$ cat config.mk
export PLATFORM = sky130hd
export DESIGN_NAME = shift_reg_ctrl
export DESIGN_NICKNAME = d
export VERILOG_FILES = /design/src/rtl/shift_reg_ctrl.sv
export SDC_FILE = /design/constraint.sdc
export NUM_CORES = 1
export LEC_CHECK = 0
export ABC_AREA = 1
export ABC_CLOCK_PERIOD_IN_PS = 1670
export CORE_UTILIZATION = 34
export CTS_CLUSTER_SIZE = 24
export DETAILED_ROUTE_END_ITERATION = 8
export REMOVE_ABC_BUFFERS = 1
export SKIP_CTS_REPAIR_TIMING = 1
export SYNTH_ARGS = -nofsm -noshare
export SYNTH_HDL_FRONTEND = slang
export SYNTH_SLANG_ARGS = --single-unit
$ cat constraint.sdc
create_clock -name clk -period 1.67 [get_ports clk]
set_input_delay 0.2505 -clock clk [delete_from_list [all_inputs] [get_ports clk]]
set_output_delay 0.2505 -clock clk [all_outputs]
set_load 0.005 [all_outputs]
$ cat src/rtl/shift_reg_ctrl.sv
// Serializes parallel words LSB first into the shift_reg_8bit serial_in/en pins.
// Adds a programmable idle gap between frames and supports synchronous abort.
module shift_reg_ctrl #(
    parameter int WIDTH = 8,
    parameter int GAP   = 1
) (
    input  logic             clk,
    input  logic             reset,
    input  logic [WIDTH-1:0] tx_data,
    input  logic             tx_valid,
    output logic             tx_ready,
    input  logic             abort,
    output logic             sr_serial_in,
    output logic             sr_en,
    output logic             busy,
    output logic             frame_done,
    output logic             frame_aborted
);

    localparam int CNT_W    = $clog2(WIDTH);
    localparam int GAP_W    = $clog2(GAP + 2);
    localparam int GAP_LOAD = (GAP > 0) ? GAP - 1 : 0;

    typedef enum logic [1:0] {
        S_IDLE  = 2'd0,
        S_SHIFT = 2'd1,
        S_GAP   = 2'd2
    } state_t;

    state_t             state_r;
    state_t             state_s;
    logic [WIDTH-1:0]   hold_r;
    logic [CNT_W-1:0]   cnt_r;
    logic [GAP_W-1:0]   gap_cnt_r;

    logic               accept_s;
    logic               last_shift_s;
    logic               gap_done_s;

    logic               tx_ready_r;
    logic               sr_en_r;
    logic               sr_serial_in_r;
    logic               busy_r;
    logic               frame_done_r;
    logic               frame_aborted_r;

    logic               ready_s;
    logic               en_s;
    logic               bit_s;
    logic               busy_s;
    logic               done_s;
    logic               aborted_s;

    assign accept_s     = (state_r == S_IDLE) & tx_valid & tx_ready_r;
    assign last_shift_s = (cnt_r == CNT_W'(WIDTH - 1));
    assign gap_done_s   = (gap_cnt_r == GAP_W'(0));

    // State register
    always_ff @(posedge clk or posedge reset) begin
        if (reset) begin
            state_r <= S_IDLE;
        end else begin
            state_r <= state_s;
        end
    end

    // Next-state decode; abort in SHIFT or GAP always returns to IDLE
    always_comb begin
        state_s = state_r;
        case (state_r)
            S_IDLE: begin
                if (accept_s) begin
                    state_s = S_SHIFT;
                end else begin
                    state_s = S_IDLE;
                end
            end
            S_SHIFT: begin
                if (abort) begin
                    state_s = S_IDLE;
                end else if (last_shift_s) begin
                    state_s = (GAP > 0) ? S_GAP : S_IDLE;
                end else begin
                    state_s = S_SHIFT;
                end
            end
            S_GAP: begin
                if (abort || gap_done_s) begin
                    state_s = S_IDLE;
                end else begin
                    state_s = S_GAP;
                end
            end
            default: state_s = S_IDLE;
        endcase
    end

    // Next values of the registered outputs; abort suppresses the pending shift
    always_comb begin
        en_s      = 1'b0;
        bit_s     = 1'b0;
        aborted_s = 1'b0;
        case (state_r)
            S_SHIFT: begin
                en_s      = ~abort;
                bit_s     = ~abort & hold_r[cnt_r];
                aborted_s = abort;
            end
            default: begin
                en_s      = 1'b0;
                bit_s     = 1'b0;
                aborted_s = 1'b0;
            end
        endcase
        ready_s = (state_s == S_IDLE);
        busy_s  = (state_s != S_IDLE);
        // Last enable just went out and the sequencer has left SHIFT without abort
        done_s  = sr_en_r & (state_r != S_SHIFT);
    end

    // Word holding, bit counter and gap counter
    always_ff @(posedge clk or posedge reset) begin
        if (reset) begin
            hold_r    <= {WIDTH{1'b0}};
            cnt_r     <= CNT_W'(0);
            gap_cnt_r <= GAP_W'(0);
        end else begin
            case (state_r)
                S_IDLE: begin
                    if (accept_s) begin
                        hold_r <= tx_data;
                    end
                    cnt_r <= CNT_W'(0);
                end
                S_SHIFT: begin
                    cnt_r     <= (abort || last_shift_s) ? CNT_W'(0) : cnt_r + CNT_W'(1);
                    gap_cnt_r <= GAP_W'(GAP_LOAD);
                end
                S_GAP: begin
                    if (!gap_done_s) begin
                        gap_cnt_r <= gap_cnt_r - GAP_W'(1);
                    end
                end
                default: begin
                    cnt_r     <= CNT_W'(0);
                    gap_cnt_r <= GAP_W'(0);
                end
            endcase
        end
    end

    // Output registers
    always_ff @(posedge clk or posedge reset) begin
        if (reset) begin
            tx_ready_r      <= 1'b1;
            sr_en_r         <= 1'b0;
            sr_serial_in_r  <= 1'b0;
            busy_r          <= 1'b0;
            frame_done_r    <= 1'b0;
            frame_aborted_r <= 1'b0;
        end else begin
            tx_ready_r      <= ready_s;
            sr_en_r         <= en_s;
            sr_serial_in_r  <= bit_s;
            busy_r          <= busy_s;
            frame_done_r    <= done_s;
            frame_aborted_r <= aborted_s;
        end
    end

    assign tx_ready      = tx_ready_r;
    assign sr_en         = sr_en_r;
    assign sr_serial_in  = sr_serial_in_r;
    assign busy          = busy_r;
    assign frame_done    = frame_done_r;
    assign frame_aborted = frame_aborted_r;

endmodule

==> flow_summary.json <==
{
  "grt.total_usage_pct": 11.78,
  "vias": 710,
  "setup_tns_ns": 0,
  "pwr-share-seq_pct": 49.0,
  "yosysWarnings": 0,
  "cts_buffer_depth": 2,
  "place_area_um2": 1179,
  "ff_latch_area_um2": 526.8,
  "switching_share_pct": 33.01,
  "area_growth_pct": 23.78,
  "syn_avg_cell_area_um2": 9.451,
  "vias_per_cell": 4.581,
  "fin_crit_sh_pct": 96.05,
  "p_per_area_nw_per_um2": 1237,
  "clock_skew_ns": 0.005851,
  "path_depth": 1,
  "final_hold_viol_count": 0,
  "clock-root-buffer": "clkbuf_4",
  "ctsHtreeMaxLevel": 1,
  "clock_power_share_pct": 15.7,
  "finalSetupViolCount": 0,
  "fin_nets": 140,
  "cap_violations": 0,
  "start_util_pct": 35.61,
  "dp_hpwl_mm": 1.201,
  "wl_mm": 1.575,
  "outcome": "completed",
  "cp_slowest_cell": "dfstp_2",
  "grt_max_degree": 22,
  "vdd.ir_drop.worst_v": 0.0007765,
  "hold_path.class": "primary input to async pin",
  "switching_power_mw": 0.4919,
  "place_ws_ns": 0.1612,
  "synth_seq_cells": 21,
  "synthesis.area_um2": 973.4,
  "die_w_um": 55.51,
  "gp_congestion": 0.8567,
  "path_buf_inv": 1,
  "path_cells": "clkdlybuf4s50_1",
  "yosys.area.top_type": "dfrtp_1",
  "synth_area_leaders": "dfrtp_1, a21oi_2, nand2_1",
  "design_area_um2": 1205,
  "place_inst": 151,
  "synth_ff_type": "dfrtp_1",
  "startpoint": "tx_ready",
  "tightest_slew_ns": 0.3470,
  "io_pins": 18,
  "critPathLaunchType": "register",
  "drt-initial-drc-count": 6,
  "max-slew-margin-rel_pct": 76.82,
  "critPathKind": "register to output port",
  "share_comb_of_total_power_pct": 35.3,
  "die_h_um": 55.51,
  "rows": 19,
  "synth_edf_count": 0,
  "grt_pass1_wl_mm": 2.808,
  "clkTransAtPathRegs_ns": 0.11,
  "crit_path_end_kind": "output port",
  "wl_per_cell_um": 10.16,
  "die-area_um2": 3081,
  "drt_drc_violations_left": 0,
  "intPower_mw": 0.9983,
  "first_global_vias": 682,
  "reg2reg_from": "cnt_r[0]",
  "synthArstFlopShare_pct": 100.0,
  "synth_common_cells": "dfrtp_1, nand2_1, inv_1, nor2_1, a21oi_2",
  "n_antenna_cell": 0,
  "yosysSeqAreaShare_pct": 54.11,
  "p_leak_nw": 0.5708,
  "clkLatencyLatePin_ns": 0.29,
  "netlist.area_leader.share_pct": 51.41,
  "firstDrtPassIters": 2,
  "final_cell_count_no_fill": 155,
  "cpLargestDelayFamily": "flip-flops",
  "port_buffers": 17,
  "synth_cells": 103,
  "multi_input_area_um2": 360.3,
  "path_max_fanout": 2,
  "clock-sinks": 21,
  "synth_cell_type_count": 19,
  "fmax_mhz": 623.4,
  "synth_most_common_cell": "dfrtp_1",
  "critPathRequiredTime_ns": 1.42,
  "rsz0062_at_grt": "no",
  "coreArea_um2": 2734,
  "nFillCells": 271,
  "grt.overflow.total": 0,
  "antenna_found_initial": 0,
  "period_needed_ns": 1.604,
  "drv_slew": 0,
  "drive_gt1_share_pct": 21.77,
  "rr_worst_depth": 7,
  "cts_tree": "done",
  "detail-route-antenna-nets": 0,
  "cpPeakStageDelay_ns": 0.57,
  "cts_made_buffers": 3,
  "finalWorstSetupSlack_ns": 0.06596,
  "critical_path_arrival_ns": 1.35
}
## final timing paths
check	to	slack, ns
setup / recovery	tx_ready	0.07
hold / removal	cnt_r[1]	0.27
setup reg to reg	busy	0.30
hold reg to reg	hold_r[0]	0.52
max in group asynchronous	tx_ready	1.13
min in group clk	hold_r[0]	0.52
## routing by layer
layer  track usage (%)  vias to the layer above  part of all wire (%)
li1                  -                      362                     -
met1             14.72                      329                    46
met2             18.93                       15                    48
met3             2.576                        4                   3.9
met4             6.429                        0                   1.8
met5                 0                        -                     0
## per-stage QoR
stage	total power [mW]	hold slack (ns)	utilization, %
6_report	1.490	0.2679	44.07
5_1_grt	1.626	0.3014	44.07
4_1_cts	1.521	0.2693	44.07
3_5_place_dp	1.279	0.5009	43.11
3_3_place_gp	1.267	0.4936	43.11
2_1_floorplan	1.091	0.2263	-
## sequential cells by signal (all words and copies together), names as in the netlist
register       cells
frame_aborted      1
state_r            2
gap_cnt_r          2
hold_r             8
sr_serial_in       1
frame_done         1
tx_ready           1
sr_en              1
cnt_r              3
busy               1
## cell families (layout without fill, tap and decap cells)
logic type | after synthesis | count (layout) | synth area share (%)
compound gates | 15 | 15 | 11.05
fa+ha+maj | 3 | 3 | 3.856
buf+inv | 21 | 42 | 8.869
flops | 21 | 21 | 54.11
simple gates | 43 | 43 | 22.11
## power groups by stage
stage / Combinational, mW / Clock [mW] / Sequential [mW]
5_1_grt: 0.603 / 0.278 / 0.745
3_3_place_gp: 0.526 / 0 / 0.740
3_5_place_dp: 0.535 / 0 / 0.743
6_report: 0.526 / 0.234 / 0.730
4_1_cts: 0.540 / 0.249 / 0.732
2_1_floorplan: 0.355 / 0 / 0.736
## layout make-up
class | count | share of cell area, %
Multi-Input combinational cell | 61 | 29.91
Tap cell | 31 | 3.219
Clock buffer | 4 | 2.181
Timing Repair Buffer | 18 | 14.75
Inverter | 20 | 6.231
Sequential cell | 21 | 43.72
## placed cells by master (no fill, tap or decap)
| cell | synthesis | routed |
|---|---|---|
| buf_4 | 0 | 1 |
| a21oi_1 | 2 | 2 |
| dfrtp_1 | 20 | 20 |
| a21boi_0 | 1 | 1 |
| nor2_4 | 1 | 1 |
| o21ai_0 | 1 | 1 |
| clkbuf_1 | 0 | 1 |
| inv_1 | 15 | 15 |
| nor2_2 | 3 | 3 |
| nor2_1 | 10 | 10 |
| nand4_4 | 1 | 1 |
| clkdlybuf4s50_1 | 0 | 17 |
| nand2_2 | 4 | 4 |
| o21ai_1 | 3 | 3 |
| nand2_1 | 16 | 16 |
| or2_1 | 1 | 1 |
| dfstp_2 | 1 | 1 |
| clkbuf_4 | 0 | 3 |
| a21oi_2 | 8 | 8 |
| inv_2 | 5 | 5 |
| ha_1 | 3 | 3 |
| nand3_1 | 7 | 7 |
Power figures use the tool's default switching activity.
